===== src/rtl/game_pkg.sv =====
// Shared definitions for the game session controller and the display/image mux.
package game_pkg;

    typedef enum logic [2:0] {
        ST_IDLE      = 3'd0,
        ST_GEN       = 3'd1,
        ST_RUN       = 3'd2,
        ST_PAUSED    = 3'd3,
        ST_RESULT    = 3'd4,
        ST_GAME_OVER = 3'd5
    } session_state_t;

    localparam int unsigned IMG_IDLE      = 0;
    localparam int unsigned IMG_PAUSED    = 1;
    localparam int unsigned IMG_GAME_OVER = 2;
    localparam int unsigned IMG_GEN       = 3;
    localparam int unsigned IMG_WIN       = 4;
    localparam int unsigned IMG_LOSE      = 5;

endpackage


===== src/rtl/btn_rise_detect.sv =====
// Registered rising-edge detector for a bank of level button inputs.
module btn_rise_detect #(
    parameter int unsigned CHANNELS = 2
) (
    input  logic                clk,
    input  logic                rst_n,
    input  logic [CHANNELS-1:0] btn,
    output logic [CHANNELS-1:0] rise
);

    logic [CHANNELS-1:0] prev;

    always_ff @(posedge clk or negedge rst_n) begin
        if (!rst_n) begin
            prev <= '0;
            rise <= '0;
        end else begin
            prev <= btn;
            rise <= btn & ~prev;
        end
    end

endmodule


===== src/rtl/game_session_ctrl.sv =====
// Game-flow controller: generate -> run -> result -> next level with lives,
// score, high score, level/difficulty tracking and generation-timeout retries.
module game_session_ctrl
    import game_pkg::*;
#(
    parameter int unsigned RATING_WIDTH    = 8,
    parameter int unsigned NUM_LIVES       = 3,
    parameter int unsigned NUM_IMAGES      = 8,
    parameter int unsigned RESULT_CYCLES   = 4,
    parameter int unsigned GEN_TIMEOUT     = 16,
    parameter int unsigned LEVELS_PER_STEP = 4,
    parameter int unsigned DIFF_WIDTH      = 2,
    parameter int unsigned LIVES_W         = $clog2(NUM_LIVES + 1),
    parameter int unsigned IMG_W           = $clog2(NUM_IMAGES)
) (
    input  logic                    clk,
    input  logic                    rst_n,
    input  logic                    i_is_win,
    input  logic                    i_round_ended,
    input  logic                    i_ready,
    input  logic                    i_pause_game,
    input  logic                    i_start_game,
    output logic                    o_regenerate_level,
    output logic                    o_game_running,
    output logic [RATING_WIDTH-1:0] o_current_rating,
    output logic [RATING_WIDTH-1:0] o_high_score,
    output logic                    o_new_record,
    output logic [LIVES_W-1:0]      o_lives,
    output logic [RATING_WIDTH-1:0] o_level,
    output logic [DIFF_WIDTH-1:0]   o_difficulty,
    output logic                    o_image_valid,
    output logic [IMG_W-1:0]        o_image_number
);

    localparam int unsigned TMR_MAX = (RESULT_CYCLES > GEN_TIMEOUT) ? RESULT_CYCLES : GEN_TIMEOUT;
    localparam int unsigned TMR_W   = $clog2(TMR_MAX);
    localparam logic [TMR_W-1:0] GEN_LAST = TMR_W'(GEN_TIMEOUT - 1);
    localparam logic [TMR_W-1:0] RES_LAST = TMR_W'(RESULT_CYCLES - 1);
    localparam int unsigned STEP_SH = $clog2(LEVELS_PER_STEP);
    localparam logic [RATING_WIDTH-1:0] DIFF_MAX = RATING_WIDTH'((1 << DIFF_WIDTH) - 1);

    session_state_t          state;
    logic [TMR_W-1:0]        timer;
    logic                    result_win;
    logic [1:0]              btn_rise;
    logic                    start_rise;
    logic                    pause_rise;
    logic [RATING_WIDTH-1:0] level_step;

    btn_rise_detect #(.CHANNELS(2)) u_btn_rise (
        .clk   (clk),
        .rst_n (rst_n),
        .btn   ({i_pause_game, i_start_game}),
        .rise  (btn_rise)
    );

    assign start_rise = btn_rise[0];
    assign pause_rise = btn_rise[1];

    always_ff @(posedge clk or negedge rst_n) begin
        if (!rst_n) begin
            state              <= ST_IDLE;
            timer              <= '0;
            result_win         <= 1'b0;
            o_regenerate_level <= 1'b0;
            o_current_rating   <= '0;
            o_high_score       <= '0;
            o_new_record       <= 1'b0;
            o_lives            <= LIVES_W'(NUM_LIVES);
            o_level            <= '0;
        end else begin
            o_regenerate_level <= 1'b0;
            case (state)
                ST_IDLE, ST_GAME_OVER: begin
                    if (start_rise) begin
                        state              <= ST_GEN;
                        timer              <= '0;
                        o_regenerate_level <= 1'b1;
                        o_current_rating   <= '0;
                        o_level            <= '0;
                        o_lives            <= LIVES_W'(NUM_LIVES);
                        o_new_record       <= 1'b0;
                    end
                end
                ST_GEN: begin
                    if (i_ready) begin
                        state <= ST_RUN;
                        timer <= '0;
                    end else if (timer == GEN_LAST) begin
                        timer              <= '0;
                        o_regenerate_level <= 1'b1;
                    end else begin
                        timer <= timer + 1'b1;
                    end
                end
                ST_RUN: begin
                    // Round end outranks a pause edge arriving in the same cycle.
                    if (i_round_ended) begin
                        state      <= ST_RESULT;
                        timer      <= '0;
                        result_win <= i_is_win;
                        if (i_is_win) begin
                            if (o_current_rating != '1) o_current_rating <= o_current_rating + 1'b1;
                            if (o_level != '1)          o_level          <= o_level + 1'b1;
                        end else if (o_lives != '0) begin
                            o_lives <= o_lives - 1'b1;
                        end
                    end else if (pause_rise) begin
                        state <= ST_PAUSED;
                    end
                end
                ST_PAUSED: begin
                    if (start_rise) state <= ST_RUN;
                end
                ST_RESULT: begin
                    if (timer == RES_LAST) begin
                        timer <= '0;
                        if (result_win || o_lives != '0) begin
                            state              <= ST_GEN;
                            o_regenerate_level <= 1'b1;
                        end else begin
                            state <= ST_GAME_OVER;
                            if (o_current_rating > o_high_score) begin
                                o_high_score <= o_current_rating;
                                o_new_record <= 1'b1;
                            end
                        end
                    end else begin
                        timer <= timer + 1'b1;
                    end
                end
                default: begin
                    state <= ST_IDLE;
                    timer <= '0;
                end
            endcase
        end
    end

    assign o_game_running = (state == ST_RUN);

    always_comb begin
        level_step   = o_level >> STEP_SH;
        o_difficulty = (level_step > DIFF_MAX) ? '1 : level_step[DIFF_WIDTH-1:0];
    end

    always_comb begin
        o_image_valid  = 1'b1;
        o_image_number = '0;
        case (state)
            ST_IDLE:      o_image_number = IMG_W'(IMG_IDLE);
            ST_PAUSED:    o_image_number = IMG_W'(IMG_PAUSED);
            ST_GAME_OVER: o_image_number = IMG_W'(IMG_GAME_OVER);
            ST_GEN:       o_image_number = IMG_W'(IMG_GEN);
            ST_RESULT:    o_image_number = result_win ? IMG_W'(IMG_WIN) : IMG_W'(IMG_LOSE);
            ST_RUN:       o_image_valid  = 1'b0;
            default:      o_image_number = '0;
        endcase
    end

endmodule


===== config.mk =====
export PLATFORM = sky130hd
export DESIGN_NAME = game_session_ctrl
export DESIGN_NICKNAME = d
export VERILOG_FILES = /design/src/rtl/game_pkg.sv /design/src/rtl/btn_rise_detect.sv /design/src/rtl/game_session_ctrl.sv
export SDC_FILE = /design/constraint.sdc
export NUM_CORES = 1
export LEC_CHECK = 0
export CORE_ASPECT_RATIO = 1.75
export CORE_MARGIN = 5
export CORE_UTILIZATION = 34
export CTS_BUF_LIST = sky130_fd_sc_hd__clkbuf_8
export CTS_CLUSTER_SIZE = 10
export DETAILED_ROUTE_END_ITERATION = 6
export SYNTH_ARGS = -nofsm -noshare
export SYNTH_HDL_FRONTEND = slang
export SYNTH_SLANG_ARGS = --single-unit

===== constraint.sdc =====
create_clock -name clk -period 2 [get_ports clk]
set_clock_uncertainty 0.1 [all_clocks]
set_input_delay 0.3 -clock clk [delete_from_list [all_inputs] [get_ports clk]]
set_output_delay 0.3 -clock clk [all_outputs]
set_load 0.005 [all_outputs]

==> run_results.csv, run 1 <==
group,metric,value,unit
run_status,status,"finished with violations",
run_status,violations,"negative setup slack",
synth,async_flop_share,1.00,
synth,synth.yosys.seq_area_share,0.446,
worst_setup_path,cp_slowest_cell,"dfrtp_1",
placement,place_hpwl,4.30,mm
route,vias_per_cell,4.96,
power,power.density_cell_area,906,mW/mm2
route,drt_pass1_iterations,4,
route,drc,0,
worst_setup_path,crit_path_max_fanout,8,
worst_hold_path,hold_class,"flip-flop to flip-flop",
clock_tree,clock-sinks,40,
power,power,2.93,mW
clock_tree,clock_latency,0.29,ns
synth,syn_area_per_cell,9.67,um2
worst_setup_path,crit_required,2.07,ns
worst_hold_path,min_from,"u_btn_rise.prev[0]",
cells_and_area,drive_gt1_frac,0.253,
floorplan,die_x,71.5,um
synth,synth_top_flop_cell,"dfrtp_1",
worst_setup_path,crit_type,"flip-flop to flip-flop",
route,vias,1954,
timing,setup_violations,8,
route,detail_route.iter0.violations,82,
timing,period_needed,2.07,ns
power,leakagePower,1.50,nW
timing,drv_slew,0,
timing,timing.hold.ws,0.298,ns
synth,synth_top_area_frac,0.422,
placement,gp_congestion,0.792,
grt,grt_overflow,0,
grt,grt_max_degree,41,
clock_tree,cts_tree,"done",
floorplan,die_area,0.00842,mm2
synth,synth_edf_count,0,
synth,syn_area,0.00225,mm2
placement,placed_area,0.00295,mm2
grt,grt_pass1_vias,1961,
cells_and_area,fillers,630,
clock_tree,root_buffer,"clkbuf_8",
worst_setup_path,r2r-start,"o_current_rating[5]",
route,wl_per_cell,14.8,um
clock_tree,clk_pin_slew,0.08,ns
clock_tree,cts_made_buffers,5,
floorplan,rows,39,
synth,yosysWarnings,0,
clock_tree,htree_levels,2,
worst_setup_path,slowest_delay,0.40,ns
timing,hold_viol_final,0,
worst_setup_path,cp-startpoint,"o_current_rating[5]",
cells_and_area,area_growth,43.4,%
route,drtAntennaViolNets,0,
clock_tree,cts_buffer_depth,2,
floorplan,start_util,0.347,
grt,antenna_found_initial,0,
floorplan,fp.dieH,118,um
timing,rsz0062_at_grt,"yes",
timing,min_period_over_period,1.04,
worst_setup_path,critPathLaunchType,"flip-flop",
timing,tightest_slew,0.543,ns
timing,fmax,483,MHz
job,maxCapViolCount,0,
synth,synth_fp_nets,252,
cells_and_area,fin_area,0.00323,mm2
synth,yosys-top-cells-area,"dfrtp_1, ha_1, mux2_2",
synth,synth_seq_cells,40,
floorplan,ios,42,
worst_setup_path,critical_path.endpoint_type,"flip-flop",
timing,setup_ws,-0.0705,ns
timing,relSlewSlack,0.637,
worst_setup_path,path_cells,"ha_1, a211o_1, a21oi_2, nand3_2, o2111ai_4, mux2_4",
cells_and_area,nets,331,
synth,synth_area_leader_cell,"dfrtp_1",
power,ir_drop,0.509,mV
worst_setup_path,arrival,2.14,ns
route,wirelength,5.83,mm
synth,synth_cells,233,
placement,io_buffer_count,41,
synth,synth_cell_type_count,46,
grt,grt_usage,0.141,
floorplan,core_region_area,0.00649,mm2
cells_and_area,insertedDiodeCount,0,
grt,grt_pass1_wl,9.52,mm
==> stage by stage <==
| stage | util | TNS [ns] | std cells | setup WS, ns |
|---|---|---|---|---|
| 2_1_floorplan | - | 0 | 233 | 0.00610 |
| 3_3_place_gp | 0.455 | -0.718 | 377 | -0.0760 |
| 3_5_place_dp | 0.455 | -1.23 | 377 | -0.109 |
| 4_1_cts | 0.480 | -0.369 | 390 | -0.0573 |
| 5_1_grt | 0.498 | -1.25 | 394 | -0.160 |
| 6_report | 0.498 | -0.453 | 394 | -0.0705 |
==> metal layers <==
layer  wire length [um]  global-route usage  vias to the layer above
met5                  0                   0                        -
met4                128              0.0565                        0
met3                129              0.0222                       10
met2               3400               0.265                       26
met1               2180               0.151                      942
li1                   -                   -                      976
==> logic make-up after synthesis <==
| kind of cell | synth area share |
|---|---|
| AO/OA/AOI/OAI | 0.117 |
| XOR/XNOR | 0.0389 |
| adder cells (fa/ha/maj) | 0.0667 |
| buffers and inverters | 0.0378 |
| flip-flops | 0.446 |
| multiplexers | 0.0533 |
| AND/OR/NAND/NOR | 0.241 |
==> layout make-up <==
| class | instances | area (um2) | share of cell area |
|---|---|---|---|
| Clock buffer | 5 | 68.8 | 0.0213 |
| Clock inverter | 2 | 8.76 | 0.00271 |
| Inverter | 16 | 60.1 | 0.0186 |
| Multi-Input combinational cell | 171 | 1300 | 0.402 |
| Sequential cell | 40 | 1010 | 0.311 |
| Tap cell | 82 | 103 | 0.0318 |
| Timing Repair Buffer | 78 | 687 | 0.213 |
==> cell usage in the layout, fill, tap and decap left out, types with 3 or more instances in the layout <==
cell / count
dfrtp_1: 36
nor2b_1: 5
nor4b_2: 3
o21ai_0: 9
a31oi_1: 4
nand2_1: 22
nor2_1: 18
nor4_4: 3
clkdlybuf4s50_1: 35
o31ai_1: 3
a21oi_1: 9
nor3b_1: 4
dlygate4sd2_1: 4
ha_1: 12
xnor2_1: 9
nand3_1: 10
mux2i_1: 3
mux2_4: 7
inv_1: 16
nand2b_1: 7
nor3_1: 5
buf_4: 35
clkbuf_8: 5
nor4_2: 4
==> cells in the mapped netlist (2+ instances only) <==
| cell | count |
|---|---|
| mux2i_1 | 3 |
| inv_1 | 15 |
| nor2b_1 | 5 |
| nor2_1 | 18 |
| or2_2 | 2 |
| a22oi_1 | 2 |
| o31ai_1 | 3 |
| nor3_1 | 5 |
| nand3_1 | 11 |
| ha_1 | 12 |
| nand2b_1 | 7 |
| nand2_1 | 24 |
| dfstp_2 | 2 |
| nor4_4 | 2 |
| mux2_2 | 8 |
| clkbuf_1 | 3 |
| buf_2 | 2 |
| and2_1 | 2 |
| dfrtp_1 | 38 |
| nor4_1 | 5 |
| a31oi_1 | 4 |
| a21oi_1 | 10 |
| nor3b_1 | 4 |
| nor4b_1 | 3 |
| xnor2_1 | 10 |
| o21ai_0 | 10 |
| nand4_1 | 2 |
| o211ai_1 | 2 |
| or3b_2 | 2 |
==> where the power goes <==
part / leakage, nW / switching [mW] / internal [mW]
sequential: 0.532 / 0.100 / 0.949
clock: 0.0452 / 0.275 / 0.232
combinational: 0.918 / 0.691 / 0.680
==> state kept, by name, summed over array words and instances, names as in the netlist <==
signal,count
o_high_score,8
u_btn_rise.prev,2
state,3
result_win,1
u_btn_rise.rise,2
timer,4
o_lives,2
o_new_record,1
o_level,8
o_regenerate_level,1
o_current_rating,8
==> worst max-delay path, delay by kind of cell, from the launching register on <==
kind                     cells  cell delay, ns
AO/OA/AOI/OAI                3            0.70
flip-flops                   1            0.40
multiplexers                 1            0.34
adder cells (fa/ha/maj)      1            0.29
AND/OR/NAND/NOR              1            0.12
==> timing repair <==
item                                    4_1_cts  5_1_grt
pin swaps                                     6        4
endpoints found under the setup margin       23       26
resized for setup                            15       18
buffers inserted                              5        4
hold buffers                                  1        0
endpoints found under the hold margin        38        0
==> worst paths after layout <==
kind,endpoint,slack (ns),cells past startpoint
min,u_btn_rise.rise[0],0.30,1
min reg2reg,u_btn_rise.rise[0],0.30,1
max in group asynchronous,o_level[6],0.90,3
max reg2reg,o_high_score[0],-0.07,6
min in group asynchronous,o_level[0],0.50,3
max,o_high_score[0],-0.07,6
(Power assumes the default switching activity.)
==> run 2: changes to the inputs <==
--- a/config.mk
+++ b/config.mk
@@ -11,6 +11,7 @@
 export CTS_BUF_LIST = sky130_fd_sc_hd__clkbuf_8
 export CTS_CLUSTER_SIZE = 10
 export DETAILED_ROUTE_END_ITERATION = 6
+export SLEW_MARGIN = 20
 export SYNTH_ARGS = -nofsm -noshare
 export SYNTH_HDL_FRONTEND = slang
 export SYNTH_SLANG_ARGS = --single-unit
==> results of run 2 <==
The final DEF is identical to that of run 1; final timing and power are the same.
==> run 3: changes to the inputs <==
--- a/config.mk
+++ b/config.mk
@@ -5,13 +5,13 @@
 export SDC_FILE = /design/constraint.sdc
 export NUM_CORES = 1
 export LEC_CHECK = 0
+export CAP_MARGIN = 20
 export CORE_ASPECT_RATIO = 1.75
 export CORE_MARGIN = 5
 export CORE_UTILIZATION = 34
 export CTS_BUF_LIST = sky130_fd_sc_hd__clkbuf_8
 export CTS_CLUSTER_SIZE = 10
 export DETAILED_ROUTE_END_ITERATION = 6
-export SLEW_MARGIN = 20
 export SYNTH_ARGS = -nofsm -noshare
 export SYNTH_HDL_FRONTEND = slang
 export SYNTH_SLANG_ARGS = --single-unit
==> results of run 3 <==
The final DEF is identical to that of run 1; final timing and power are the same.
